## config.mk

```make
export PLATFORM = sky130hd
export DESIGN_NAME = note_lane_dropper
export DESIGN_NICKNAME = d
export VERILOG_FILES = /design/src/rtl/note_pkg.sv /design/src/rtl/note_lane.sv /design/src/rtl/note_lane_dropper.sv
export SDC_FILE = /design/constraint.sdc
export NUM_CORES = 1
export LEC_CHECK = 0
export ABC_CLOCK_PERIOD_IN_PS = 5480
export CAP_MARGIN = 40
export CORE_ASPECT_RATIO = 0.9
export CORE_UTILIZATION = 25
export DETAILED_ROUTE_END_ITERATION = 10
export GPL_TIMING_DRIVEN = 0
export PLACE_DENSITY = 0.51
export SLEW_MARGIN = 0
export SYNTH_ARGS = -nofsm -noshare
export SYNTH_HDL_FRONTEND = slang
export SYNTH_HIERARCHICAL = 1
export SYNTH_SLANG_ARGS = --single-unit
```

## constraint.sdc

```tcl
create_clock -name frame_clk -period 5.48 [get_ports frame_clk]
set_clock_uncertainty 0.05 [all_clocks]
set_input_delay 1.37 -clock frame_clk [delete_from_list [all_inputs] [get_ports frame_clk]]
set_output_delay 1.37 -clock frame_clk [all_outputs]
set_load 0.1 [all_outputs]
```

## src/rtl/note_pkg.sv

```systemverilog
// Shared types and constants for the multi-lane falling-note engine.
package note_pkg;

  typedef enum logic [1:0] {WAIT, FALL, HIT, MISS} lane_state_t;
  typedef enum logic [1:0] {HALTED, RUN, DONE} game_state_t;

  localparam logic [7:0] KEY_START   = 8'h2C;
  localparam logic [7:0] KEY_RESTART = 8'h01;

  function automatic logic [15:0] sat_add16(input logic [15:0] a, input logic [3:0] b);
    logic [16:0] sum;
    sum = {1'b0, a} + {13'd0, b};
    return sum[16] ? 16'hFFFF : sum[15:0];
  endfunction

  function automatic logic [7:0] sat_add8(input logic [7:0] a, input logic [3:0] b);
    logic [8:0] sum;
    sum = {1'b0, a} + {5'd0, b};
    return sum[8] ? 8'hFF : sum[7:0];
  endfunction

endpackage

```

## src/rtl/note_lane.sv

```systemverilog
// One falling-note lane: delay counter, y position, key edge detect and hit/miss judging.
module note_lane
  import note_pkg::*;
#(
  parameter logic [7:0]  LANE_KEY = 8'h07,
  parameter logic [11:0] DELAY    = 12'd220,
  parameter int          Y_START  = 100,
  parameter int          Y_MAX    = 400,
  parameter int          HIT_TOP  = 340,
  parameter int          NOTE_H   = 40,
  parameter int          SPEED    = 1
) (
  input  logic        frame_clk,
  input  logic        Reset,
  input  logic        load,
  input  logic        run,
  input  logic [7:0]  keycode,
  input  logic [7:0]  keycode_second,
  output lane_state_t state,
  output logic [9:0]  y,
  output logic        visible,
  output logic        hit_pulse,
  output logic        miss_pulse,
  output logic        hit_now,
  output logic        miss_now
);

  lane_state_t state_q, state_d;
  logic [11:0] cnt_q, cnt_d;
  logic [9:0]  y_q, y_d;
  logic        press_q, press_d;
  logic        visible_q, visible_d;
  logic        hit_q, miss_q;
  logic        press_edge;
  logic [10:0] bottom;

  assign press_d    = (keycode == LANE_KEY) || (keycode_second == LANE_KEY);
  assign press_edge = press_d && !press_q;
  assign bottom     = {1'b0, y_q} + 11'(NOTE_H);

  always_comb begin
    state_d  = state_q;
    cnt_d    = cnt_q;
    y_d      = y_q;
    hit_now  = 1'b0;
    miss_now = 1'b0;
    if (load) begin
      state_d = WAIT;
      cnt_d   = 12'd0;
      y_d     = 10'(Y_START);
    end else if (run) begin
      case (state_q)
        WAIT: begin
          if (cnt_q == DELAY) state_d = FALL;
          else                cnt_d   = cnt_q + 12'd1;
        end
        FALL: begin
          // Reaching the floor wins over a simultaneous in-window press.
          if (bottom >= 11'(Y_MAX)) begin
            state_d  = MISS;
            miss_now = 1'b1;
          end else if (press_edge && (bottom >= 11'(HIT_TOP))) begin
            state_d = HIT;
            hit_now = 1'b1;
          end else begin
            y_d = y_q + 10'(SPEED);
          end
        end
        default: ;
      endcase
    end
    visible_d = !((state_d == HIT) || (state_d == MISS));
  end

  always_ff @(posedge frame_clk or posedge Reset) begin
    if (Reset) begin
      state_q   <= WAIT;
      cnt_q     <= 12'd0;
      y_q       <= 10'(Y_START);
      press_q   <= 1'b0;
      visible_q <= 1'b1;
      hit_q     <= 1'b0;
      miss_q    <= 1'b0;
    end else begin
      state_q   <= state_d;
      cnt_q     <= cnt_d;
      y_q       <= y_d;
      press_q   <= press_d;
      visible_q <= visible_d;
      hit_q     <= hit_now;
      miss_q    <= miss_now;
    end
  end

  assign state      = state_q;
  assign y          = y_q;
  assign visible    = visible_q;
  assign hit_pulse  = hit_q;
  assign miss_pulse = miss_q;

endmodule

```

## src/rtl/note_lane_dropper.sv

```systemverilog
// Multi-lane note engine: global start/restart FSM, lane array and score/combo tally for the HUD.
module note_lane_dropper
  import note_pkg::*;
#(
  parameter int                LANES       = 4,
  parameter logic [LANES*8-1:0]  LANE_KEYS   = {8'h0E, 8'h0D, 8'h09, 8'h07},
  parameter logic [LANES*12-1:0] LANE_DELAYS = {12'd340, 12'd300, 12'd260, 12'd220},
  parameter int                Y_START     = 100,
  parameter int                Y_MAX       = 400,
  parameter int                HIT_TOP     = 340,
  parameter int                NOTE_H      = 40,
  parameter int                SPEED       = 1
) (
  input  logic                frame_clk,
  input  logic                Reset,
  input  logic [7:0]          keycode,
  input  logic [7:0]          keycode_second,
  output logic [LANES*10-1:0] note_y,
  output logic [LANES-1:0]    note_visible,
  output logic [LANES-1:0]    hit_pulse,
  output logic [LANES-1:0]    miss_pulse,
  output logic [15:0]         score,
  output logic [7:0]          combo,
  output logic                done
);

  game_state_t game_q, game_d;
  logic [15:0] score_q, score_d;
  logic [7:0]  combo_q, combo_d;
  logic        done_q;
  logic        start_run, restart, load, run;
  logic        all_judged, any_miss;
  logic [3:0]  n_hits;
  lane_state_t      lane_state [LANES];
  logic [LANES-1:0] hit_now, miss_now;

  assign start_run = (game_q == HALTED) && (keycode == KEY_START);
  assign restart   = (game_q == DONE) && (keycode == KEY_RESTART);
  assign load      = start_run || restart;
  assign run       = (game_q == RUN);

  for (genvar i = 0; i < LANES; i++) begin : g_lane
    note_lane #(
      .LANE_KEY (LANE_KEYS[i*8 +: 8]),
      .DELAY    (LANE_DELAYS[i*12 +: 12]),
      .Y_START  (Y_START),
      .Y_MAX    (Y_MAX),
      .HIT_TOP  (HIT_TOP),
      .NOTE_H   (NOTE_H),
      .SPEED    (SPEED)
    ) u_lane (
      .frame_clk      (frame_clk),
      .Reset          (Reset),
      .load           (load),
      .run            (run),
      .keycode        (keycode),
      .keycode_second (keycode_second),
      .state          (lane_state[i]),
      .y              (note_y[i*10 +: 10]),
      .visible        (note_visible[i]),
      .hit_pulse      (hit_pulse[i]),
      .miss_pulse     (miss_pulse[i]),
      .hit_now        (hit_now[i]),
      .miss_now       (miss_now[i])
    );
  end

  always_comb begin
    all_judged = 1'b1;
    n_hits     = 4'd0;
    for (int i = 0; i < LANES; i++) begin
      if (!((lane_state[i] == HIT) || (lane_state[i] == MISS))) all_judged = 1'b0;
      n_hits = n_hits + {3'd0, hit_now[i]};
    end
    any_miss = |miss_now;
  end

  always_comb begin
    game_d = game_q;
    case (game_q)
      HALTED:  if (start_run) game_d = RUN;
      RUN:     if (all_judged) game_d = DONE;
      DONE:    if (restart) game_d = HALTED;
      default: game_d = HALTED;
    endcase
  end

  // A miss in the same frame clears combo before that frame's hits are added.
  always_comb begin
    if (start_run) begin
      score_d = 16'd0;
      combo_d = 8'd0;
    end else begin
      score_d = sat_add16(score_q, n_hits);
      combo_d = sat_add8(any_miss ? 8'd0 : combo_q, n_hits);
    end
  end

  always_ff @(posedge frame_clk or posedge Reset) begin
    if (Reset) begin
      game_q  <= HALTED;
      score_q <= 16'd0;
      combo_q <= 8'd0;
      done_q  <= 1'b0;
    end else begin
      game_q  <= game_d;
      score_q <= score_d;
      combo_q <= combo_d;
      done_q  <= (game_d == DONE);
    end
  end

  assign score = score_q;
  assign combo = combo_q;
  assign done  = done_q;

endmodule

```

After elaboration in Yosys (flattened, before gate mapping) --
Index checks and enable logic that the tools add are counted.
Storage, ports and cells: bits in writable memories 0, memories 0, bits in registers 139, input bits 18, output and inout bits 77, memory bits (read-only) 0, latch bits 0, logic and storage cells 269
Operators by class: shift-type cells 0, multiply operators 0, bitwise logic cells 0, muxes and demuxes 109, reductions and logical operators 54, add/subtract/negate cells 17, divide/modulo/power cells 0, $lt $le $gt $ge 8, equality and inequality tests 49
Operators with widths (count):
- 10-bit 2-to-1 mux | 20
- 12-bit 2-to-1 mux | 16
- 11-bit by 9-bit >= comparator with 1-bit output, second input constant | 8
- 12-bit by 1-bit adder with 12-bit output, second input constant | 4
- 8-bit by 4-bit equality test with 1-bit output, second input constant | 6
- 2-bit 2-to-1 mux | 23
- 10-bit by 6-bit adder with 11-bit output, second input constant | 4
- 10-bit by 1-bit adder with 10-bit output, second input constant | 4
- 1-bit 2-to-1 mux | 40
- 12-bit by 9-bit equality test with 1-bit output, second input constant | 3
- 2-bit equality test, second input constant | 18
- 16-bit 2-to-1 mux | 2
- 8-bit 2-to-1 mux | 3
- 2-bit != test, second input constant | 9
- 2-bit nonzero test | 9
- 16-bit by 4-bit adder with 17-bit output | 1
- 8-bit by 3-bit equality test with 1-bit output, second input constant | 2
- 2-bit one-hot mux with 2 select lines | 4
- 4-bit AND reduction | 4
- 1-bit logical OR | 13
- 12-bit by 8-bit equality test with 1-bit output, second input constant | 1
- 3-bit AND reduction | 4
- 2-bit by 1-bit equality test with 1-bit output, second input constant | 5
- 1-bit logical AND | 10
- 11 further kinds | 24

Longest topological paths before layout --
Gate-level depths: netlist of run 1.
depth in word-level cells 15, mapped depth 21, gate-level depth less buffers 18

Modules after synthesis --
The synthesis of run 1 kept the hierarchy.
By module, submodules not included:
- note_lane_dropper | times used 1, cells each 195, area each 1861.8 um^2, seq. area each 675.6 um^2
- note_lane at g_lane[2].u_lane | times used 1, cells each 195, area each 1815.5 um^2, seq. area each 705.7 um^2
- note_lane at g_lane[1].u_lane | times used 1, cells each 188, area each 1744.2 um^2, seq. area each 705.7 um^2
- note_lane at g_lane[0].u_lane | times used 1, cells each 187, area each 1742.9 um^2, seq. area each 705.7 um^2
- note_lane at g_lane[3].u_lane | times used 1, cells each 188, area each 1742.9 um^2, seq. area each 705.7 um^2

Worst setup path before layout of run 1 --
No wires, ideal clock.
path type input to register, start point input port keycode[4], end point register score_q[10] (netlist: score[10]), setup slack -0.156 ns, data arrival time 5.504 ns, required time 5.348 ns, path buffers 4, stages on the path 18, path through nor4_1 and4_1 buf_2 a41o_1 clkbuf_1 inv_1 and2_1 fa_1 ha_1 buf_6 xnor2_1 xnor2_1 ha_1 o21ai_1 and3_1 buf_6 or4_1 a31oi_1
On the way: elaborated cells between the ends (all ways) 47, classes of those cells add/sub (4); eq/ne (6); mux (22); reduce/logical (15)
RTL lines:
- start, declared | RTL line note_lane_dropper.sv:16 | input logic [7:0] keycode,
- 8-bit by 6-bit equality test with 1-bit output / 8-bit by 1-bit equality test with 1-bit output (equally long branches) | RTL line note_lane_dropper.sv:37, note_lane_dropper.sv:38
- 1-bit logical AND (on tied branches) | RTL line note_lane_dropper.sv:37, note_lane_dropper.sv:38
- 1-bit logical OR (*) | RTL line note_lane_dropper.sv:39 | assign load = start_run || restart;
- net load | RTL line note_lane_dropper.sv:31 | logic start_run, restart, load, run;
- 1-bit 2-to-1 mux (*) | RTL line note_lane.sv:47 | if (load) begin
- net hit_now[0] | RTL line note_lane_dropper.sv:35 | logic [LANES-1:0] hit_now, miss_now;
- 1-bit by 1-bit adder with 2-bit output (*) | RTL line note_lane_dropper.sv:73 | n_hits = n_hits + {3'd0, hit_now[i]};
- 2-bit by 1-bit adder with 3-bit output (*) | RTL line note_lane_dropper.sv:73
- 3-bit by 1-bit adder with 4-bit output (*) | RTL line note_lane_dropper.sv:73
- 16-bit by 4-bit adder with 17-bit output (*) | RTL line note_pkg.sv:12 | sum = {1'b0, a} + {13'd0, b};
- 16-bit 2-to-1 mux (*) | RTL line note_pkg.sv:13 | return sum[16] ? 16'hFFFF : sum[15:0];
- 16-bit 2-to-1 mux (*) | RTL line note_lane_dropper.sv:90 | if (start_run) begin
- net score_d[10] | RTL line note_lane_dropper.sv:28 | logic [15:0] score_q, score_d;
- end signal, assigned | RTL line note_lane_dropper.sv:107 | score_q <= score_d;
- end, declared | RTL line note_lane_dropper.sv:28
Mark *: on every way through the listed nets, which the timed path passes. The rest lies on a longest branch. A chain may end at the register's enable or synchronous reset.

Worst setup path after layout of run 1 --
start point input port keycode[6], end point register score_q[6] (netlist: score[6])
The elaborated chain is that of the path after synthesis.

==> metrics.txt, run 1 <==
drt initial violations=335; Remaining DRCs=0; DIE WIDTH=201.0 µm; global-route total usage across every layer=14.17%; clk root buf=clkbuf_16; num ports=95; cts hold-fix bufs=0; Routed WL=24.78 mm; first-pass GRT wire length=41.44 mm; run status=completed; Worst-Margin Slew=0.6646 ns; share of layout cells above drive strength 1=22.05%; dpl hpwl=18.83 mm; CP cell instances=dlygate4sd2_1 -> nor4_4 -> and4_4 -> buf_12 -> a41o_4 -> buf_12 -> buf_8 -> clkinvlp_4 -> and2_4 -> fa_1 -> ha_1 -> buf_6 -> xnor2_4 -> xnor2_1 -> ha_2 -> o21ai_1 -> and3_1 -> buf_6 -> or3_4 -> buf_6 -> a31oi_1; Crit. End Element=flip-flop; CTS tree=built; placed inst area=11980 µm²; Largest stage delay, worst path=0.51 ns; PD cells=324.7 nW/µm²; Clock Tree Buf Depth=2; placed cell count=1602; setup TNS=0 ns; switching share of power=37.62%; RSZ-0062 raised after global routing=no; Core Rows=65; final hold vios=0; Mapped Cells=953; endpoints failing setup=0; die height=181.1 µm; core area=35050 µm²; Critical Path AT=5.62 ns; routability cong.=0.7893; Final ANT Viol Nets=0; First-pass DRT Iterations=4; Syn Nets=1006; Num CTS Buffers=17; Tmin final=5.315 ns; Final WS setup=0.1652 ns; Layout Utilization=36.82%; CP max stage cell=fa_1; Seq pwr share=35.4%; CP most frequent cell=buf_6; Clk Latency, worst-skew pair=0.43 ns; ys async rst share=100.0%; design internal power=0.002614 W; Area Growth Syn to Fin=44.89%; CP required=5.78 ns; vias in the first global route=7759; WL/cell=15.03 µm; Max-Cap Viols=0; PortBufs=94; Rel. slew slack=55.35%; Post-synth EDFFs=0; Netlist cell types=91; initial core utilization=25.41%; Worst Hold Class=reg -> reg; syn avg cell area=9.347 µm²; DR vias/cell=4.762; pin count of the biggest net entering global routing=20; Comb power frac=35.4%; ANT cells=0; R2R setup slack=0.50 ns; critical path class=in -> reg; CP max FO=10; layout net count=1219; Vias=7847; Leakage=5.322 nW; Synth Register Bits=139; Slew Viols, Final=0; fin crit share=96.99%; Worst VDD drop=0.1959 mV; clock network power share=29.2%; setup slack after placement=-1.778 ns; YS warnings=6; Fmax=188.2 MHz; final instance area=12910 µm²; crit start category=input port; Switching Power=0.001577 W; CTS clk-pin slew, worst paths=0.06 ns; Mapped Area=8907 µm²; Top FF cell, synth=dfrtp_1; clk sink count=139; antenna violations before repair=0; post-synthesis sequential area ratio=39.28%; htree depth=4; Non-Filler Instances=1648; die footprint=36390 µm²; gr ovfl total=0
worst paths after layout:
path,end,from,cells after the start
worst max-delay path,score[6],keycode[6],21
worst min-delay path,combo[6],combo[6],1
worst max register to register,score[6],game_q[0],21
worst min register to register,combo[6],combo[6],1
max in group asynchronous,g_lane[2].u_lane/y[2],Reset,3
min in group asynchronous,g_lane[0].u_lane/press_q,Reset,2
routing by layer:
metal	part of all wire, %	GRT usage, %	vias to the layer above
met5	0	0	-
li1	-	-	3907
met3	3.0	2.615	18
met2	47	23.16	129
met4	0.90	3.450	0
met1	49	19.24	3793
stage by stage:
step	total power, W	hold slack [ns]
after floorplan	0.002437	0.4501
after global placement	0.002739	0.4566
after detailed placement	0.002978	0.4542
after CTS	0.004238	0.4625
after global routing	0.004446	0.4882
final	0.004191	0.4713
cells in the final DEF, fill, tap and decap left out, types with 27 or more instances in the layout:
master | synthesis | final
nand4_1 | 29 | 29
inv_1 | 53 | 51
clkdlybuf4s50_1 | 0 | 82
xor2_1 | 34 | 34
ha_1 | 34 | 33
a21oi_1 | 49 | 47
o21ai_0 | 31 | 30
buf_8 | 0 | 62
nor2_1 | 98 | 98
nand3_1 | 27 | 27
nor2b_1 | 28 | 28
dfrtp_1 | 123 | 123
nand2_1 | 60 | 60
cell usage after synthesis (4+ instances only):
master,instances,area [µm²]
a21oi_2,5,43.79
clkbuf_1,12,45.04
inv_1,53,198.9
nor2_1,98,367.9
and2_1,10,62.56
buf_2,17,85.08
o21ai_1,5,25.02
or3_1,14,87.58
dfrtp_1,123,3078
a22o_1,9,78.83
or2_0,6,37.54
xor2_1,34,297.8
o21ai_0,31,155.2
dfstp_2,16,420.4
a31oi_1,15,93.84
or4_1,7,52.55
buf_6,8,90.09
or3b_1,7,61.31
nor4bb_1,5,50.05
o211ai_1,10,75.07
mux2_2,7,78.83
mux2i_1,8,80.08
a21o_1,8,60.06
a311oi_1,4,35.03
nand3_1,27,135.1
o31ai_1,12,90.09
and3_1,21,131.4
o31a_1,4,35.03
nand4_1,29,181.4
a41oi_2,6,97.59
nand3b_1,11,82.58
ha_1,34,425.4
o2111ai_1,4,35.03
and4b_1,6,60.06
nand2_1,60,225.2
nor3_1,13,65.06
o211a_1,4,40.04
and4_1,10,87.58
xnor2_1,18,157.7
nor4_1,20,125.1
nor2b_1,28,175.2
nor4b_1,7,61.31
a21oi_1,49,245.2
power by group through the flow:
| stage | Sequential [W] | Combinational [W] | Clock [W] |
|---|---|---|---|
| floorplan | 0.00181 | 0.000625 | 0 |
| global placement | 0.00149 | 0.00125 | 0 |
| detailed placement | 0.00149 | 0.00148 | 0 |
| CTS | 0.00148 | 0.00149 | 0.00126 |
| global route | 0.00152 | 0.00161 | 0.00131 |
| finish | 0.00148 | 0.00149 | 0.00122 |
critical path, delay by kind of cell:
| family | cells | cell delay [ns] |
|---|---|---|
| AO/OA/AOI/OAI | 3 | 0.39 |
| XOR/XNOR | 2 | 0.31 |
| adder cells (fa/ha/maj) | 3 | 0.95 |
| buffers and inverters | 8 | 1.27 |
| AND/OR/NAND/NOR | 5 | 1.32 |
flip-flops by register name, summed over array words and instances (netlist names), 8 cells and up:
| register | count |
|---|---|
| g_lane.u_lane/cnt_q | 48 |
| combo | 8 |
| g_lane.u_lane/state | 8 |
| g_lane.u_lane/y | 40 |
| score | 16 |
cell families after synthesis:
logic type      count (synthesis)  share of synthesized area, %
flops                         139                         39.28
buf+inv                        91                         4.790
simple gates                  411                         26.41
mux                            18                         2.205
xor+xnor                       53                         5.296
fa+ha+maj                      36                         5.113
compound gates                205                         16.91
layout make-up:
cell class / instances / area [µm²]
clock inverters: 10 / 137.6
clock buffers: 22 / 484.2
repair buffers: 194 / 2565
inverters: 53 / 206.4
well taps: 469 / 586.8
multi-input cells: 723 / 5155
flip-flops and latches: 139 / 3498
fillers: 3454 / 22150
plain buffers: 38 / 272.8
repair_timing:
action	in CTS	in global routing
setup buffers	3	11
pin swaps	5	6
gates resized for setup	42	29
setup endpoints to repair	24	22
No activity file was read; power rests on OpenSTA's default activity.
==> run 2, diff against run 1 <==
ABC_CLOCK_PERIOD_IN_PS = default   (was 5480)
==> results of run 2 <==
The final DEF is identical to that of run 1; final timing and power are the same.
==> run 3, diff against run 2 <==
CAP_MARGIN = 20   (was 40)
DONT_BUFFER_PORTS = 1   (was default)
PLACE_DENSITY = 0.47   (was 0.51)
==> run 3 against run 2 <==
  * Sequential share of layout area grew 6.7 points
  * First-iteration DRC count decreased by 1.5%
  * Via count shrank 8.1%
  * Register-to-register slack got worse by 0.26 ns
  * Sequential power up 25%
  * Setup slack better by 0.070 ns
  * Clock power hardly changed
  * Critical endpoint is now score[8]
  * Largest cell class unchanged
  * Highest routed layer unchanged
==> metrics.txt, run 3 (synthesized netlist as in run 1, its figures left out) <==
final hold vios=0 (unchanged); antenna violations before repair=1 (+1); Tmin final=5.245 ns (-0.07001 ns); cts hold-fix bufs=0 (unchanged); vias in the first global route=7108 (-8.4%); DIE WIDTH=201.0 µm (unchanged); Overall Power=0.003872 W (-7.6%); gr ovfl total=0 (unchanged); Rel. slew slack=21.43% (-34 points); CTS tree=built; Biggest register=g_lane.u_lane/cnt_q; design internal power=0.002304 W (-12%); Slew Viols, Final=0 (unchanged); Worst Hold Class=reg -> reg; crit-path leading delay family=simple AND/OR/NAND/NOR gates; pin count of the biggest net entering global routing=21 (+5.0%); PD cells=369.4 nW/µm² (+14%); Fillers=3693 (+6.9%); dpl hpwl=18.43 mm (-2.2%); core area=35050 µm² (unchanged); ANT cells=0 (unchanged); run status=completed; Routed WL=24.76 mm (about the same); CP cell instances=nor4b_1 -> a41o_4 -> clkbuf_2 -> inv_1 -> and2_2 -> fa_1 -> ha_1 -> buf_6 -> xnor2_2 -> xnor2_1 -> ha_2 -> o21ai_1 -> and3_1 -> buf_6 -> or3_4 -> buf_6 -> a31oi_1; Worst Path Buf+Inv=5 (-3); Fmax=190.7 MHz (+1.3%); setup TNS=0 ns (unchanged); max reg flops=48 (unchanged); WL/cell=16.87 µm (+12%); Seq pwr share=47.8% (+12 points); Num CTS Buffers=17 (unchanged); CTS clk-pin slew, worst paths=0.07 ns (about the same); first-pass GRT wire length=40.48 mm (-2.3%); First-pass DRT Iterations=6 (+2); share of layout cells above drive strength 1=17.62% (-4.4 points); initial core utilization=25.41% (unchanged); Clk Latency, worst-skew pair=0.43 ns (about the same); Min Hold Slack=0.5042 ns (+0.03290 ns); Clock Tree Buf Depth=2 (unchanged); Max-Cap Viols=0 (unchanged); CP max FO=10 (unchanged); switching share of power=40.49% (+2.9 points); crit start category=input port; endpoints failing setup=0 (unchanged); Switching Power=0.001568 W (-0.57%); num ports=95 (unchanged); Crit. End Element=flip-flop; clock network power share=31.0% (+1.8 points); critical path class=in -> reg; Comb power frac=21.2% (-14 points); Worst-Margin Slew=1.179 ns (+0.5139 ns); Worst VDD drop=0.1707 mV (-13%); Area Growth Syn to Fin=17.67%; CP max stage cell=nor4b_1; CP required=5.78 ns (about the same); commonest cells after routing, fill and taps aside=dfrtp_1 (110), nor2_1 (97), nand2_1 (60), inv_1 (53), a21oi_1 (49); die footprint=36390 µm² (unchanged); drt initial violations=330 (-1.5%); layout net count=1039 (-15%); clk root buf=clkbuf_16; Vias=7208 (-8.1%); PortBufs=0 (-100%); global-route total usage across every layer=14.04% (-0.13 points); clk sink count=139 (unchanged); Final WS setup=0.2352 ns (+0.07001 ns); DR vias/cell=4.910 (+3.1%); Core Rows=65 (unchanged); setup slack after placement=-1.363 ns (+0.4148 ns); die height=181.1 µm (unchanged); Remaining DRCs=0 (unchanged); Leakage=4.203 nW (-21%); Largest stage delay, worst path=0.54 ns (+0.03 ns); routability cong.=0.7949 (+0.71%); fin crit share=95.71% (-1.3 points); CP most frequent cell=buf_6; htree depth=4 (unchanged); Critical Path AT=5.54 ns (-0.08 ns); Final ANT Viol Nets=0 (unchanged); Layout Utilization=29.90% (-6.9 points); commonest non-fill, non-tap cell in the layout=dfrtp_1
==> run 3: cell types whose count changed in the layout (fill, tap and decap cells not counted), moves of 4 or more <==
cell	delta
clkdlybuf4s50_1	-82
buf_8	-62
buf_16	-15
dfrtp_1	-13
dfrtp_2	+7
dfrtp_4	+6
buf_2	-5
buf_4	-5
clkbuf_8	-5
inv_6	+5
dlygate4sd2_1	-4
dlymetal6s2s_1	-4
==> run 3: final timing paths <==
path                       depth (start not counted)  slack, ns                    endpoint                        from
max                                               17       0.24                    score[8]                  keycode[5]
min                                                2       0.50  g_lane[2].u_lane/cnt_q[11]  g_lane[2].u_lane/cnt_q[11]
max reg2reg                                       21       0.24                    score[8]       g_lane[1].u_lane/y[3]
min reg2reg                                        2       0.50  g_lane[2].u_lane/cnt_q[11]  g_lane[2].u_lane/cnt_q[11]
max in group asynchronous                          2       3.96    g_lane[0].u_lane/visible                       Reset
min in group asynchronous                          1       0.79                    combo[2]                       Reset
==> run 3: per-layer routing <==
| metal | vias up | wire length, µm | global-route usage (%) |
|---|---|---|---|
| li1 | 3552 | - | - |
| met1 | 3510 | 11850 | 18.61 |
| met2 | 128 | 11140 | 21.73 |
| met3 | 18 | 1385 | 4.473 |
| met4 | 0 | 386 | 4.122 |
| met5 | - | 0 | 0 |
==> run 3: layout make-up <==
cell class / instances / area, µm² / share of cell area, %
multi-input cells: 723 / 5065 / 48.32
flip-flops and latches: 139 / 3541 / 33.78
well taps: 469 / 586.8 / 5.599
clock buffers: 17 / 425.4 / 4.059
plain buffers: 37 / 255.2 / 2.435
repair buffers: 15 / 232.7 / 2.220
inverters: 53 / 198.9 / 1.898
clock inverters: 15 / 176.4 / 1.683
==> run 3: worst reg2reg max path, cell delays in order, from the launching register on <==
cell	delay (ns)
dfrtp_4	0.66
buf_6	0.20
inv_1	0.05
ha_1	0.30
nand4bb_1	0.19
o211ai_1	0.26
and3_1	0.19
mux2_2	0.14
nor3b_1	0.27
and2_4	0.25
fa_1	0.46
ha_1	0.21
buf_6	0.14
xnor2_2	0.17
xnor2_1	0.15
ha_2	0.26
o21ai_1	0.11
and3_1	0.26
buf_6	0.14
or3_4	0.41
buf_6	0.16
a31oi_1	0.15
==> run 3: power by group through the flow <==
| stage | combinational [W] | sequential, W | clock, W |
|---|---|---|---|
| after floorplan | 0.000625 | 0.00181 | 0 |
| after global placement | 0.000739 | 0.00189 | 0 |
| after detailed placement | 0.000763 | 0.00189 | 0 |
| after CTS | 0.000770 | 0.00188 | 0.00125 |
| after global routing | 0.000936 | 0.00189 | 0.00129 |
| final | 0.000820 | 0.00185 | 0.00120 |
==> run 3: repair_timing <==
item	4_1_cts	5_1_grt
resized for setup	27	32
pin swaps	0	5
endpoints found under the setup margin	24	20
setup buffers	1	8
==> run 3: stage by stage <==
| stage | instances | area, µm² |
|---|---|---|
| after detailed placement | 1427 | 9642 |
| after global routing | 1468 | 10480 |
| after CTS | 1460 | 10320 |
| final | 1468 | 10480 |
| after floorplan | 953 | 8917 |
| after global placement | 1422 | 9504 |
